**src/rtl/lmsm_sequencer.sv**
```systemverilog
// Load-multiple / store-multiple sequencer for the memory stage.
// Walks an 8-bit register list lowest-first and issues one memory transfer per set bit.
module lmsm_sequencer #(
    parameter int DATA_W = 16,
    parameter int ADDR_W = 16
) (
    input  logic              clk,
    input  logic              reset,
    input  logic              start,
    input  logic              is_store,
    input  logic [7:0]        imm8,
    input  logic [ADDR_W-1:0] base_addr,
    input  logic [DATA_W-1:0] rf_rd_data,
    input  logic [DATA_W-1:0] mem_rd_data,
    input  logic              mem_ack,
    output logic              mem_req,
    output logic              mem_we,
    output logic [ADDR_W-1:0] mem_addr,
    output logic [DATA_W-1:0] mem_wdata,
    output logic [2:0]        rf_addr,
    output logic              rf_we,
    output logic [DATA_W-1:0] rf_wdata,
    output logic              busy,
    output logic              done,
    output logic [3:0]        xfer_count
);

    // state | meaning
    // IDLE  | waiting for start, all strobes low
    // XFER  | one transfer per acked cycle, pipeline stalled
    // DONE  | one-cycle completion pulse
    typedef enum logic [1:0] {
        IDLE = 2'd0,
        XFER = 2'd1,
        DONE = 2'd2
    } state_t;

    state_t            state, state_nxt;
    logic [7:0]        mask, mask_nxt, mask_clr;
    logic [ADDR_W-1:0] addr, addr_nxt;
    logic              op, op_nxt;
    logic [3:0]        count, count_nxt;
    logic [2:0]        low_idx;

    // Lowest set bit wins, so scan from the top and let lower bits overwrite.
    always_comb begin
        low_idx = 3'd0;
        for (int i = 7; i >= 0; i--) begin
            if (mask[i]) begin
                low_idx = 3'(i);
            end
        end
    end

    assign mask_clr   = mask & ~(8'd1 << low_idx);
    assign xfer_count = count;

    always_ff @(posedge clk) begin
        if (reset) begin
            state <= IDLE;
            mask  <= 8'd0;
            addr  <= '0;
            op    <= 1'b0;
            count <= 4'd0;
        end else begin
            state <= state_nxt;
            mask  <= mask_nxt;
            addr  <= addr_nxt;
            op    <= op_nxt;
            count <= count_nxt;
        end
    end

    always_comb begin
        state_nxt = state;
        mask_nxt  = mask;
        addr_nxt  = addr;
        op_nxt    = op;
        count_nxt = count;
        mem_req   = 1'b0;
        mem_we    = 1'b0;
        mem_addr  = '0;
        mem_wdata = '0;
        rf_addr   = 3'd0;
        rf_we     = 1'b0;
        rf_wdata  = '0;
        busy      = 1'b0;
        done      = 1'b0;

        case (state)
            IDLE: begin
                if (start) begin
                    count_nxt = 4'd0;
                    if (imm8 != 8'd0) begin
                        mask_nxt  = imm8;
                        addr_nxt  = base_addr;
                        op_nxt    = is_store;
                        state_nxt = XFER;
                    end else begin
                        state_nxt = DONE;
                    end
                end
            end
            XFER: begin
                busy     = 1'b1;
                mem_req  = 1'b1;
                mem_we   = op;
                mem_addr = addr;
                rf_addr  = low_idx;
                if (op) begin
                    mem_wdata = rf_rd_data;
                end else if (mem_ack) begin
                    rf_we    = 1'b1;
                    rf_wdata = mem_rd_data;
                end
                if (mem_ack) begin
                    mask_nxt  = mask_clr;
                    addr_nxt  = addr + ADDR_W'(1);
                    count_nxt = count + 4'd1;
                    if (mask_clr == 8'd0) begin
                        state_nxt = DONE;
                    end
                end
            end
            DONE: begin
                done      = 1'b1;
                state_nxt = IDLE;
            end
            default: begin
                state_nxt = IDLE;
            end
        endcase
    end

endmodule

```
**config.mk**
```make
export PLATFORM = sky130hd
export DESIGN_NAME = lmsm_sequencer
export DESIGN_NICKNAME = d
export VERILOG_FILES = /design/src/rtl/lmsm_sequencer.sv
export SDC_FILE = /design/constraint.sdc
export NUM_CORES = 1
export LEC_CHECK = 0
export ABC_AREA = 1
export CORE_MARGIN = 4
export CORE_UTILIZATION = 36
export CTS_CLUSTER_SIZE = 40
export DETAILED_ROUTE_END_ITERATION = 7
export PLACE_DENSITY_LB_ADDON = 0.12
export SLEW_MARGIN = 10
export SYNTH_ARGS = -nofsm -noshare
export SYNTH_HDL_FRONTEND = slang
export SYNTH_SLANG_ARGS = --single-unit
export TNS_END_PERCENT = 1
```
**constraint.sdc**
```tcl
create_clock -name clk -period 1.6 [get_ports clk]
set_input_delay 0.32 -clock clk [delete_from_list [all_inputs] [get_ports clk]]
set_output_delay 0.32 -clock clk [all_outputs]
set_load 0.01 [all_outputs]
```
# --- Word level (Yosys, flattened, before mapping) ---
# Index checks and enable logic that the tools add are counted.
classes:
  add_sub_neg: 2
  n_eq_ne: 6
  n_shift: 1
  mux: 37
  n_bitwise: 2
  n_reduce_logical: 8
op_table:
  columns: ["cell", "count"]
  rows:
  - ["$mux W16", 9]
  - ["$pmux W16 S2", 1]
  - ["$mux W3", 9]
  - ["$mux W8", 3]
  - ["$add A16 B1 Y16 const B", 1]
  - ["$pmux W8 S2", 1]
  - ["$reduce_and A3 Y1", 3]
  - ["$and A8 B8 Y8", 1]
  - ["$logic_not A8 Y1", 1]
  - ["$mux W2", 4]
  - ["$mux W4", 2]
  - ["$ne A2 B2 Y1 const B", 4]
  - ["$not A8 Y8", 1]
  - ["$pmux W4 S2", 1]
  - ["$reduce_bool A8 Y1", 1]
  - ["$shl A1 B3 Y8 const A", 1]
  - ["$mux W1", 6]
  - ["$add A4 B1 Y4 const B", 1]
  - ["$pmux W2 S2", 1]
  - ["$reduce_and A4 Y1", 1]
  - ["$eq A2 B1 Y1 const B", 1]
  - ["$eq A2 B2 Y1 const B", 1]
  - ["$logic_not A2 Y1", 1]
  - ["$reduce_bool A2 Y1", 1]
totals:
  regBits: 31
  elab_cells: 61

# --- Longest topological paths before layout ---
logic_depth:
  depth_word: 15
  ltp_mapped: 15

# --- Worst setup path after synthesis ---
# No wires, ideal clock.
synth_timing:
  kind: "register to output"
  startpoint: "register state[0]"
  endpoint: "output port rf_wdata[10]"
  t_arrival_ns: 1.473
  setup_slack_ns: -0.193
  stages_incl_launch_ff: 10
  path_buffers: 1
  cell_sequence: "dfxtp_1 -> nor2_1 -> nand2_1 -> o21ai_2 -> nor2_1 -> inv_1 -> nor2_1 -> inv_1 -> buf_2 -> nor2_1"
synth_between:
  elab_chain_cells: 2
synth_rtl:
  columns: ["element", "line_no", "rtl"]
  rows:
  - ["from (decl)", "38", "state_t state, state_nxt;"]
  - ["from (signal assigned)", "66", "state <= state_nxt;"]
  - ["$eq A2 B1 Y1", "90", "case (state)"]
  - ["$mux W16", "90", null]
  - ["to (decl)", "22", "output logic [DATA_W-1:0] rf_wdata,"]
# Every way passes these cells.

# --- Worst setup path in the final report ---
layout_timing:
  startpoint: "register state[1]"
  endpoint: "output port rf_wdata[1]"
# The elaborated chain is that of the path after synthesis.

==> summary.txt <==
Status
  – Status: finished, violations left
  – Failing checks: setup timing

Detailed routing
  – Via count: 3,051
  – Final ANT Viol Nets: 0
  – DRT iter0 DRCs: 124
  – Final wirelength: 8286 µm
  – DRC viols: 0
  – Vias per cell: 4.913
  – Wire length per cell: 13.34 µm
  – Detailed Routing Iterations Pass 1: 4

Setup path
  – Crit path max-delay family: simple AND/OR/NAND/NOR gates
  – Critical Setup Path Class: flop to output port
  – Crit-path max FO: 8
  – Crit. Startpoint: state[1]$_SDFFE_PP0P_
  – Buf+Inv Stages, Crit Path: 4
  – Crit path launch type: flop
  – Worst setup path endpoint: rf_wdata[1]
  – Crit path cell chain: inv_2 > nand2_4 > o21ai_2 > nor2_2 > inv_2 > nor2_4 > inv_4 > nor2_1 > buf_2
  – R2r worst-path depth: 11
  – Req. time, crit path: 1280 ps
  – Setup crit end kind: output port
  – CP Depth: 9
  – Worst flop-to-flop path endpoint: mask[4]$_SDFFE_PP0P_
  – Cell mode on critical path: inv_2
  – Worst Path Arrival: 1540 ps
  – Largest stage delay, worst path: 350 ps
  – R2R Setup Slk: -10 ps
  – Crit-path slowest cell: dfxtp_2
  – R2r startpoint: state[1]$_SDFFE_PP0P_

Global routing
  – Antenna violations before repair: 0
  – Number of global-route vias before repair: 2,875
  – Overall Global Routing Usage: 0.2136
  – Gr ovfl total: 0
  – First-pass GRT wire length: 13,190 µm
  – Maximum number of pins on one net before global-route repair: 28

Run
  – Maximum Capacitance Violations: 0

Power and ir drop
  – VDD IR max: 480.8 µV
  – Int Pwr: 1987 µW
  – Comb pwr share: 0.495
  – Sequential share of power: 0.306
  – PD cells: 808.1 nW/µm²
  – Clock power frac: 0.199
  – Switch Pwr: 1268 µW
  – Leakage: 0.001978 µW
  – Net Sw Frac: 0.3895

Timing
  – Worst clock skew: 4.287 ps
  – Endpoints failing setup: 46
  – Min Tclk post-route: 1861 ps
  – Final WS setup: -261.3 ps
  – Final hold vios: 0
  – Final Max Slew Viols: 0
  – Period utilization: 1.163
  – RSZ-0062 raised after global routing: yes
  – Slew margin rel.: 0.7705
  – Max frequency: 0.5373 GHz
  – Worst-Margin Slew: 341.6 ps

Synthesis
  – Syn_nets: 442
  – Warnings, synthesis: 0
  – Yosys reg bits: 31
  – Top cell type's share of synthesized area: 0.2749
  – Fraction of registers with async set/reset: 0
  – Area leader, netlist: dfxtp_1
  – Post-synth EDFFs: 0
  – Avg Cell Area, Syn: 5.956 µm²
  – Synth unique cells: 32
  – Post-synthesis cell area: 2257 µm²
  – Seq/Total Area, Yosys: 0.2749
  – Area contributors post-synth: dfxtp_1 (27%), nand2_1 (13%), nor2_1 (12%)
  – Mapped Cells: 379
  – Primary FF master, synth: dfxtp_1

Cells and area
  – Area added between synthesis and finish: 78.49%
  – Design Area, Final: 4029 µm²
  – Ant diodes: 0
  – Sequential cell area: 630.6 µm²
  – Fillers: 545
  – Multi-input logic area: 1456 µm²
  – Share of post-route cells with drive strength above 1: 0.2912
  – Nets: 609
  – Commonest cells after routing, fill and taps aside: nand2_1 (76), clkdlybuf4s50_1 (56), inv_1 (52)
  – Commonest non-fill, non-tap cell in the layout: nand2_1

Clock tree
  – Clock Tree Buf Depth: 2
  – CTS clock-pin slew for the worst setup and hold paths: 70 ps
  – Num CTS Buffers: 5
  – Root buf cell: clkbuf_8
  – TritonCTS clock tree: built
  – Clk sinks: 31
  – H-Tree Depth: 2
  – Clock Latency Late Sink: 290 ps

Placed design
  – I/O Buffers: 120
  – HPWL after DPL: 6366 µm
  – Dpl ws: -841.6 ps
  – Dpl cell area: 3946 µm²
  – Placer Congestion: 0.8784

Die
  – Chip height: 87.18 µm
  – Die Area: 7600 µm²
  – Ports: 121
  – Row count: 28
  – Initial Util: 0.3768
  – Core area: 5991 µm²
  – Die Wd: 87.18 µm

Hold path
  – Hold Path Class: input port to flop
  – HP Start: imm8[3]
-- logic make-up (layout without fill, tap and decap cells) --
| family | after synthesis | count (layout) | share of synthesized area |
|---|---|---|---|
| adders and majority gates | 2 | 2 | 0.01108 |
| DFF | 31 | 31 | 0.2749 |
| AOI/OAI and AO/OA | 80 | 80 | 0.2101 |
| and+or+nand+nor | 189 | 189 | 0.3581 |
| buffers and inverters | 77 | 244 | 0.1458 |
-- how the worst min path moves through the flow --
stage | end | cells past startpoint
4_1_cts | addr[2]$_SDFFE_PP0P_ | 2
2_1_floorplan | addr[5]$_SDFFE_PP0P_ | 1
6_report | mask[3]$_SDFFE_PP0P_ | 3
5_1_grt | mask[3]$_SDFFE_PP0P_ | 3
3_3_place_gp | addr[2]$_SDFFE_PP0P_ | 2
3_5_place_dp | addr[2]$_SDFFE_PP0P_ | 2
-- synth_stat cells, types with 3 or more instances --
cell type  number
buf_4           3
nand4_1         7
dfxtp_1        31
buf_6           3
nand2_1        77
a21oi_1        27
a31oi_1         9
nor2_1         74
buf_2           3
nand3_1        16
a41oi_1         3
inv_1          56
clkbuf_1        9
nor3_1          7
o21ai_0        31
-- metrics by stage --
step / total power (µW) / hold WS (ps) / setup TNS, ps / cells / utilization
3_3_place_gp: 2523 / 475.7 / -27450 / 612 / 0.6587
5_1_grt: 3476 / 459.7 / -11200 / 621 / 0.6725
2_1_floorplan: 1790 / 386.2 / -27.43 / 379 / -
4_1_cts: 3198 / 487.6 / -7075 / 621 / 0.6648
6_report: 3256 / 397.3 / -5800 / 621 / 0.6725
3_5_place_dp: 2552 / 476.9 / -28710 / 612 / 0.6587
-- worst min-delay path: stages --
cell            delay, ps
dlymetal6s2s_1        100
o21ai_0                90
a21oi_1               140
-- repair_timing --
item	in CTS	in global routing
gates cloned	1	0
hold buffers	0	0
setup buffers	1	0
resized for setup	172	58
pin swaps	3	5
endpoints found under the setup margin	80	83
-- power by group through the flow --
stage	clock (µW)	sequential, µW	combinational (µW)
detailed placement	0	1000	1550
finish	648	998	1610
CTS	667	987	1540
global placement	0	996	1530
floorplan	0	991	798
global route	691	1010	1770
-- metal layers --
layer,track usage,vias to the layer above,routed length [µm]
li1,-,1553,-
met4,0.05858,0,123
met2,0.3761,83,4127
met3,0.03784,13,438
met5,0,-,0
met1,0.2664,1402,3597
-- flip-flops by register name, summed over array words and instances, names as in the netlist --
signal	count
addr	16
mask	8
xfer_count	4
state	2
op	1
-- layout make-up --
cell class	count	area share
clock buffers	6	0.02050
clock inverters	1	0.001242
well taps	75	0.02329
repair buffers	177	0.3786
flip-flops and latches	31	0.1565
multi-input cells	271	0.3615
repair inverters	1	0.001553
inverters	59	0.05683
Note: power is estimated with default switching activity, not from simulation.
